[config.mk]
export PLATFORM = sky130hd
export DESIGN_NAME = div_16b_seq
export DESIGN_NICKNAME = d
export VERILOG_FILES = /design/src/rtl/div_16b_pkg.sv /design/src/rtl/div_16b_sub_nb.sv /design/src/rtl/div_16b_seq.sv
export SDC_FILE = /design/constraint.sdc
export NUM_CORES = 1
export LEC_CHECK = 0
export ABC_AREA = 1
export CAP_MARGIN = 20
export CORE_AREA = 2 2 102 79
export CTS_CLUSTER_SIZE = 25
export DETAILED_ROUTE_END_ITERATION = 8
export DIE_AREA = 0 0 104 81
export MAX_ROUTING_LAYER = met4
export PLACE_DENSITY = 0.95
export SYNTH_ARGS = -nofsm -noshare
export SYNTH_HDL_FRONTEND = slang
export SYNTH_SLANG_ARGS = --single-unit
[constraint.sdc]
create_clock -name clk -period 19.44 [get_ports clk]
set_input_delay 4.86 -clock clk [delete_from_list [all_inputs] [get_ports clk]]
set_output_delay 4.86 -clock clk [all_outputs]
set_load 0.05 [all_outputs]
[src/rtl/div_16b_pkg.sv]
// div_16b_pkg: shared definitions for the sequential restoring divider.
//   DIV_WIDTH_DEFAULT  default operand/result width
//   ST_IDLE/ST_CALC/ST_DONE  state encodings, wrapped by the state_t enum
package div_16b_pkg;

  localparam int DIV_WIDTH_DEFAULT = 16;

  localparam logic [1:0] ST_IDLE = 2'd0;
  localparam logic [1:0] ST_CALC = 2'd1;
  localparam logic [1:0] ST_DONE = 2'd2;

  typedef enum logic [1:0] {
    S_IDLE = ST_IDLE,
    S_CALC = ST_CALC,
    S_DONE = ST_DONE
  } state_t;

endpackage

[src/rtl/div_16b_sub_nb.sv]
// sub_nb: N-bit ripple subtractor built from full-adder cells as a + ~b + 1.
// Ports:
//   a, b    in   N  minuend, subtrahend
//   diff    out  N  a - b (modulo 2^N)
//   borrow  out  1  high when b > a
module sub_nb #(
  parameter int N = 17
) (
  input  logic [N-1:0] a,
  input  logic [N-1:0] b,
  output logic [N-1:0] diff,
  output logic         borrow
);

  logic [N:0] carry;

  assign carry[0] = 1'b1;

  for (genvar i = 0; i < N; i++) begin : g_cell
    assign diff[i]    = a[i] ^ ~b[i] ^ carry[i];
    assign carry[i+1] = (a[i] & ~b[i]) | (a[i] & carry[i]) | (~b[i] & carry[i]);
  end

  // No carry out of a + ~b + 1 means the true difference went negative.
  assign borrow = ~carry[N];

endmodule

[src/rtl/div_16b_seq.sv]
// div_16b_seq: sequential unsigned restoring divider, one quotient bit per clock,
// valid/ready handshake on operands and result.
// Ports:
//   clk, rst            clock (rising edge), asynchronous active-high reset
//   in_valid/in_ready   operand handshake; a (dividend) and b (divisor) sampled at acceptance
//   out_valid/out_ready result handshake; out_valid held until taken
//   quot, rem           quotient and remainder, held until the next result is loaded
//   div_by_zero         b was zero for the current result
// Build option: DIV16_ZERO_BYPASS_EN -- a zero divisor skips the iteration and
// goes straight to DONE with the same result values.
//
// state | meaning
// IDLE  | waiting for operands, in_ready high
// CALC  | one restoring iteration per cycle, WIDTH cycles
// DONE  | first cycle loads the result registers, then holds out_valid until taken
module div_16b_seq
  import div_16b_pkg::*;
#(
  parameter int WIDTH = DIV_WIDTH_DEFAULT
) (
  input  logic             clk,
  input  logic             rst,
  input  logic             in_valid,
  output logic             in_ready,
  input  logic [WIDTH-1:0] a,
  input  logic [WIDTH-1:0] b,
  output logic             out_valid,
  input  logic             out_ready,
  output logic [WIDTH-1:0] quot,
  output logic [WIDTH-1:0] rem,
  output logic             div_by_zero
);

  localparam int CW = $clog2(WIDTH);

  state_t           state, state_nx;
  logic [WIDTH-1:0] q_reg, r_reg, d_reg;
  logic [CW-1:0]    count;
  logic             dz_reg;
  logic             accept;
  logic             last_iter;
  logic [WIDTH:0]   t;
  logic             borrow;
  logic             unused_t_msb;

  assign accept    = in_valid && (state == S_IDLE);
  assign last_iter = (count == CW'(WIDTH - 1));

  sub_nb #(.N(WIDTH + 1)) u_sub (
    .a      ({r_reg, q_reg[WIDTH-1]}),
    .b      ({1'b0, d_reg}),
    .diff   (t),
    .borrow (borrow)
  );

  // When there is no borrow the partial remainder fits in WIDTH bits, so the
  // top difference bit is always zero where it would be used.
  assign unused_t_msb = t[WIDTH];

  always_ff @(posedge clk or posedge rst) begin
    if (rst) state <= S_IDLE;
    else     state <= state_nx;
  end

  always_comb begin
    state_nx = state;
    in_ready = 1'b0;
    case (state)
      S_IDLE: begin
        in_ready = 1'b1;
        if (accept) begin
`ifdef DIV16_ZERO_BYPASS_EN
          state_nx = (b == '0) ? S_DONE : S_CALC;
`else
          state_nx = S_CALC;
`endif
        end
      end
      S_CALC:  if (last_iter) state_nx = S_DONE;
      S_DONE:  if (out_valid && out_ready) state_nx = S_IDLE;
      default: state_nx = S_IDLE;
    endcase
  end

  always_ff @(posedge clk or posedge rst) begin
    if (rst) begin
      q_reg       <= '0;
      r_reg       <= '0;
      d_reg       <= '0;
      count       <= '0;
      dz_reg      <= 1'b0;
      out_valid   <= 1'b0;
      quot        <= '0;
      rem         <= '0;
      div_by_zero <= 1'b0;
    end else begin
      case (state)
        S_IDLE: begin
          if (accept) begin
            d_reg  <= b;
            count  <= '0;
            dz_reg <= (b == '0);
`ifdef DIV16_ZERO_BYPASS_EN
            // Preload what the full iteration would have produced for b == 0.
            if (b == '0) begin
              q_reg <= '1;
              r_reg <= a;
            end else begin
              q_reg <= a;
              r_reg <= '0;
            end
`else
            q_reg <= a;
            r_reg <= '0;
`endif
          end
        end
        S_CALC: begin
          if (!borrow) begin
            r_reg <= t[WIDTH-1:0];
            q_reg <= {q_reg[WIDTH-2:0], 1'b1};
          end else begin
            r_reg <= {r_reg[WIDTH-2:0], q_reg[WIDTH-1]};
            q_reg <= {q_reg[WIDTH-2:0], 1'b0};
          end
          count <= count + 1'b1;
        end
        S_DONE: begin
          if (!out_valid) begin
            quot        <= q_reg;
            rem         <= r_reg;
            div_by_zero <= dz_reg;
            out_valid   <= 1'b1;
          end else if (out_ready) begin
            out_valid <= 1'b0;
          end
        end
        default: ;
      endcase
    end
  end

endmodule

==> results of run 1 <==
-- final cells by class --
class / instances / share of cell area, %
clock buffers: 9 / 2.435
clock inverters: 7 / 2.017
inverters: 42 / 3.124
multi-input cells: 309 / 31.05
flip-flops and latches: 89 / 43.79
well taps: 105 / 2.583
repair buffers: 74 / 15.01
-- through the flow --
stage | std cells | power [mW] | setup slack, ps | instance area [um^2] | util (%)
final | 635 | 1.014 | 12110 | 5086 | 67.21
after global routing | 635 | 1.093 | 11820 | 5086 | 67.21
after CTS | 633 | 1.014 | 12160 | 5039 | 66.58
after detailed placement | 617 | 0.8715 | 12170 | 4812 | 63.59
after global placement | 617 | 0.8414 | 12410 | 4812 | 63.59
after floorplan | 461 | 0.7249 | 12270 | 4115 | -
-- cells in the mapped netlist, drive strengths merged --
| cell | number |
|---|---|
| ha | 2 |
| inv | 42 |
| nor2 | 18 |
| nand3 | 19 |
| o211ai | 1 |
| buf | 17 |
| nand2 | 169 |
| a21oi | 1 |
| nand4 | 1 |
| fa | 15 |
| o21ai | 83 |
| clkbuf | 4 |
| dfrtp | 89 |
-- logic make-up after synthesis --
family | after synthesis | synth area share (%)
fa+ha+maj | 17 | 7.905
flops | 89 | 54.12
buf+inv | 63 | 7.510
compound gates | 85 | 10.40
simple gates | 207 | 20.07
-- critical path: cells and delay by family, from the launching register on --
kind            cells  cell delay, ps
compound gates      1              80
fa+ha+maj          16            5890
buf+inv             3             530
flops               1             330
simple gates        3             330
-- routing by layer --
layer,vias up,wire length [um],GRT usage (%),part of all wire (%)
li1,1574,-,-,-
met1,1558,3933,29.44,46
met2,129,4001,34.41,47
met3,11,552,4.815,6.4
met4,0,104,6.486,1.2
met5,-,0,-,0
-- how the worst min path moves through the flow --
stage                      from     endpoint  slack [ps]  cells past startpoint
floorplan                dz_reg       dz_reg         450                      2
global placement         rem[5]       rem[5]         470                      2
detailed placement       rem[6]       rem[6]         470                      2
CTS                      rem[6]       rem[6]         490                      2
global route        div_by_zero  div_by_zero         520                      2
finish                   rem[6]       rem[6]         490                      2
-- power groups by stage --
stage               clock network (mW)  logic (mW)  registers [mW]
finish                           0.141       0.555           0.319
global route                     0.149       0.614           0.329
CTS                              0.143       0.551           0.320
detailed placement                   0       0.549           0.323
global placement                     0       0.523           0.318
floorplan                            0       0.301           0.424
==> results.ini, run 1 <==
[clock_tree]
cts_resized = 0
hold_buffers = 0
h-tree-depth = 3
root_buffer = clkbuf_8
cts.sinks = 89
clkTransAtPathRegs_ps = 90
cts_max_path_buffers = 2
cts_tree = built
clk_latency_ps = 360
cts_setup_buffers = 0
cts_buffers = 9

[yosys]
syn-num-nets = 514
ys_types = 19
synth_area_leaders = dfrtp_1, nand2_1, fa_1
synth_top_area_share_pct = 54.12
synth_seq_cells = 89
synthCells = 461
avgSynthCellArea_um2 = 8.927
ys_seq_area_share_pct = 54.12
synth-warning-count = 0
synth_area_um2 = 4115
yosys.area.top_type = dfrtp_1

[power_and_ir_drop]
p_switching_mw = 0.4822
seqPwrFrac_pct = 31.5
p_leak_nw = 2.411
internal_power_mw = 0.5322
switching_share_pct = 47.53
power_density_nw_per_um2 = 199.5
ir_drop_mv = 0.08857
clkPwrFrac_pct = 13.9
combPwrFrac_pct = 54.7

[detailed_routing]
ant_nets = 0
drc = 0
post_drt_wl_per_cell_um = 13.53
vias_per_cell = 5.153
firstDrtPassIters = 5
wirelength_um = 8592
vias = 3272
drtIter0Drc = 277

[worst_setup_path]
r2r_cells = 23
critPathKind = reg -> reg
reg2reg_to = r_reg[4]
critPathMaxStageDelay_ps = 400
worst_ep_arrival_time_ps = 7530
crit_path_end = r_reg[4]
startpoint_type = register
critPathCaptureType = register
crit_start = q_reg[15]
cp_max_fo = 18
crit_path_top_delay_cell = fa_1
path_common_cell = fa_1
reg2reg_setup_slack_ps = 12110
critPathRequiredTime_ps = 19650
timing.rr.start = q_reg[15]
path_cells = inv_1, ha_1, fa_1, fa_1, fa_1, fa_1, fa_1, fa_1, fa_1, fa_1, fa_1, fa_1, fa_1, fa_1, fa_1, fa_1, inv_1, fa_1, nor2_2, inv_1, nand2_1, nand3_1, o21ai_0

[timing]
setup_tns_ps = 0
max_freq_mhz = 136.5
finalClockSkew_ps = 6.754
setup_viol_count_final = 0
finalCriticalPeriod_ps = 7325
hold_slack_ps = 488.8
rsz0062_at_grt = no
report.final.slew_viol_count = 0
hold_viol = 0
min_period_over_period_pct = 37.68
slew-limit-headroom_pct = 39.30
worstMarginPinSlew_ps = 908.3

[floorplanning]
fp.dieW_um = 104
io_pins = 71
die_height_um = 81
rows = 28
fp.dieArea_um2 = 8424
core_um2 = 7567
floorplan.initialDensity_pct = 54.38

[grt]
grt_max_degree = 90
grt_pass1_wl_um = 14000
overflow = 0
groute.usage.overall_pct = 21.97
antenna_found_initial = 0
grt_pass1_vias = 2928

[min_path]
hp-class = reg -> reg

[cells_and_area]
layout_common_cells = nand2_1, dfrtp_1, clkdlybuf4s50_1
syn_to_final_growth_pct = 23.59
fillers = 611
layout.nets = 578
ff_latch_area_um2 = 2227
antenna_cells = 0
multiInputGateArea_um2 = 1579
final_common_cell = nand2_1
drive_above_1_share_pct = 5.283

[job]
maxCapViolCount = 0

[outcome]
status = finished, final reports clean

[placement]
hpwl_um = 6105
port_buffers = 70
place.gp.congestion = 0.8593

Power figures use the tool's default switching activity.
==> inputs of run 2 (changes only) <==
Settings changed: CORE_AREA 2 2 102 79 to 2 2 105 82, DIE_AREA 0 0 104 81 to 0 0 107 84, PLACE_DENSITY 0.95 to 0.91.
Clock period 19.44 ns to 7.1 ns, I/O delays scaled along.
==> run 2 against run 1 <==
  * Clock power grew to 2.7 times the previous value
  * Register-to-register slack lost 12000 ps
  * Combinational power rose to 2.8 times the previous value
  * Critical path type unchanged
==> results.ini, run 2 (same netlist as run 1, synthesis figures left out) <==
[floorplanning]
core_um2 = 8092  ; was 7567 um^2
fp.dieArea_um2 = 8988  ; was 8424 um^2
io_pins = 71  ; unchanged
die_height_um = 84  ; was 81 um
floorplan.initialDensity_pct = 50.86  ; was 54.38%
rows = 29  ; was 28
fp.dieW_um = 107  ; was 104 um

[worst_setup_path]
path_cells = ha_1, fa_1, fa_2, fa_1, fa_1, fa_1, fa_1, fa_1, fa_1, fa_1, fa_1, fa_1, fa_2, fa_1, fa_1, inv_1, fa_1, o211ai_1, o21ai_0  ; was inv_1, ha_1, fa_1, fa_1, fa_1, fa_1, fa_1, fa_1, fa_1, fa_1, fa_1, fa_1, fa_1, fa_1, fa_1, fa_1, inv_1, fa_1, nor2_2, inv_1, nand2_1, nand3_1, o21ai_0
cp_max_fo = 2  ; was 18
crit_family = adder cells  ; unchanged
critPathCaptureType = register  ; unchanged
startpoint_type = register  ; unchanged
critPathMaxStageDelay_ps = 420  ; was 400 ps
worst_ep_arrival_time_ps = 7130  ; was 7530 ps
crit_path_top_delay_cell = fa_1  ; unchanged
critPathRequiredTime_ps = 7320  ; was 19650 ps
critPathKind = reg -> reg  ; unchanged
path_common_cell = fa_1  ; unchanged
timing.critical_path.buf_inv = 1  ; was 3

[cells_and_area]
final_cells = 640  ; was 635
layout_common_cells = nand2_1, dfrtp_1, clkdlybuf4s50_1  ; unchanged
syn_to_final_growth_pct = 24.02  ; was 23.59%
layout.nets = 580  ; was 578
final_common_cell = nand2_1  ; unchanged
drive_above_1_share_pct = 6.203  ; was 5.283%
antenna_cells = 0  ; unchanged

[timing]
max_freq_mhz = 144.8  ; was 136.5 MHz
finalCriticalPeriod_ps = 6905  ; was 7325 ps
setup_ws_ps = 195.0  ; was 12110 ps
min_period_over_period_pct = 97.25  ; was 37.68%
report.final.slew_viol_count = 0  ; unchanged
finalClockSkew_ps = 7.713  ; was 6.754 ps
hold_viol = 0  ; unchanged
worstMarginPinSlew_ps = 1012  ; was 908.3 ps
setup_viol_count_final = 0  ; unchanged
slew-limit-headroom_pct = 32.33  ; was 39.30%

[detailed_routing]
wirelength_um = 8592  ; unchanged
wl_met1_um = 3838  ; was 3933 um
post_drt_wl_per_cell_um = 13.43  ; was 13.53 um
wl_met2_um = 4077  ; was 4001 um
ant_nets = 0  ; unchanged
drtIter0Drc = 211  ; was 277
routed.top_layer = met4  ; unchanged
vias = 3264  ; was 3272
vias_per_cell = 5.100  ; was 5.153
firstDrtPassIters = 6  ; was 5
drc = 0  ; unchanged
met3RoutedLength_um = 561  ; was 552 um

[grt]
grt_max_degree = 90  ; unchanged
grt_pass1_vias = 3117  ; was 2928
overflow = 0  ; unchanged
grt_pass1_wl_um = 14320  ; was 14000 um
groute.usage.overall_pct = 21.07  ; was 21.97%
antenna_found_initial = 0  ; unchanged

[power_and_ir_drop]
ir_drop_mv = 0.2054  ; was 0.08857 mV
power_density_nw_per_um2 = 549.0  ; was 199.5 nW/um^2
p_leak_nw = 2.401  ; was 2.411 nW

[clock_tree]
clk_latency_ps = 370  ; was 360 ps
cts.sinks = 89  ; unchanged
cts_tree = built  ; unchanged
hold_buffers = 0  ; unchanged
h-tree-depth = 3  ; unchanged
root_buffer = clkbuf_8  ; unchanged
cts_max_path_buffers = 2  ; unchanged
clkTransAtPathRegs_ps = 90  ; about the same
cts_buffers = 9  ; unchanged

[placement]
hpwl_um = 5911  ; was 6105 um
pre_cts_ws_ps = -33.72  ; was 12170 ps
dp_cells = 621  ; was 617
port_buffers = 70  ; unchanged
place.gp.congestion = 0.8454  ; was 0.8593

[outcome]
status = finished, final reports clean  ; unchanged

[job]
maxCapViolCount = 0  ; unchanged

[min_path]
hp-class = reg -> reg  ; unchanged

## run 2: final timing paths
kind | startpoint | end | slack, ps | cells past startpoint
max | d_reg[0] | r_reg[15] | 200 | 19
min reg2reg | rem[12] | rem[12] | 490 | 2
max reg2reg | d_reg[0] | r_reg[15] | 200 | 19
max in group asynchronous | rst | r_reg[12] | 4770 | 4
min | rem[12] | rem[12] | 490 | 2
min in group asynchronous | rst | quot[10] | 1720 | 3
## run 2: per-stage QoR
stage,hold slack [ps],setup TNS [ps],instance area (um^2),total power [mW],util (%)
after floorplan,449.9,0,4115,1.985,-
after global placement,463.1,0,4823,2.308,59.61
after detailed placement,473.5,-66.35,4823,2.378,59.61
after CTS,494.0,0,5052,2.769,62.44
after global routing,520.5,-3.803,5104,3.034,63.07
final,488.8,0,5104,2.802,63.07
## run 2: per-layer routing
metal	global-route usage (%)	vias up
met1	28.02	1557
li1	-	1584
met2	31.91	107
met5	-	-
met3	6.792	16
met4	4.959	0
## run 2: power by group
| group | total [mW] | switching (mW) | leakage, nW | internal (mW) |
|---|---|---|---|---|
| Combinational | 1.54 | 1.02 | 1.17 | 0.521 |
| Clock | 0.384 | 0.184 | 0.106 | 0.201 |
| Sequential | 0.880 | 0.134 | 1.12 | 0.747 |
## run 2: repair_timing
| action | in CTS | in global routing |
|---|---|---|
| buffers inserted | 0 | 1 |
| gates resized for setup | 1 | 4 |
| gates cloned | 0 | 1 |
| endpoints found under the setup margin | 7 | 16 |
## run 2: final cells by class
cell class | count | area [um^2]
well taps | 108 | 135.1
clock inverters | 7 | 101.3
multi-input cells | 309 | 1584
fillers | 653 | 2988
clock buffers | 9 | 123.9
repair buffers | 75 | 762.0
inverters | 42 | 162.7
repair inverters | 1 | 7.507
flip-flops and latches | 89 | 2227
## run 2: worst reg2reg max path, cell delays in order (launching register included)
cell and delay [ps]:
dfrtp_1 410, ha_1 200, fa_1 390, fa_2 350, fa_1 380, fa_1 390, fa_1 390, fa_1 400
fa_1 390, fa_1 390, fa_1 390, fa_1 390, fa_1 410, fa_2 370, fa_1 380, fa_1 370
inv_1 80, fa_1 420, o211ai_1 180, o21ai_0 100
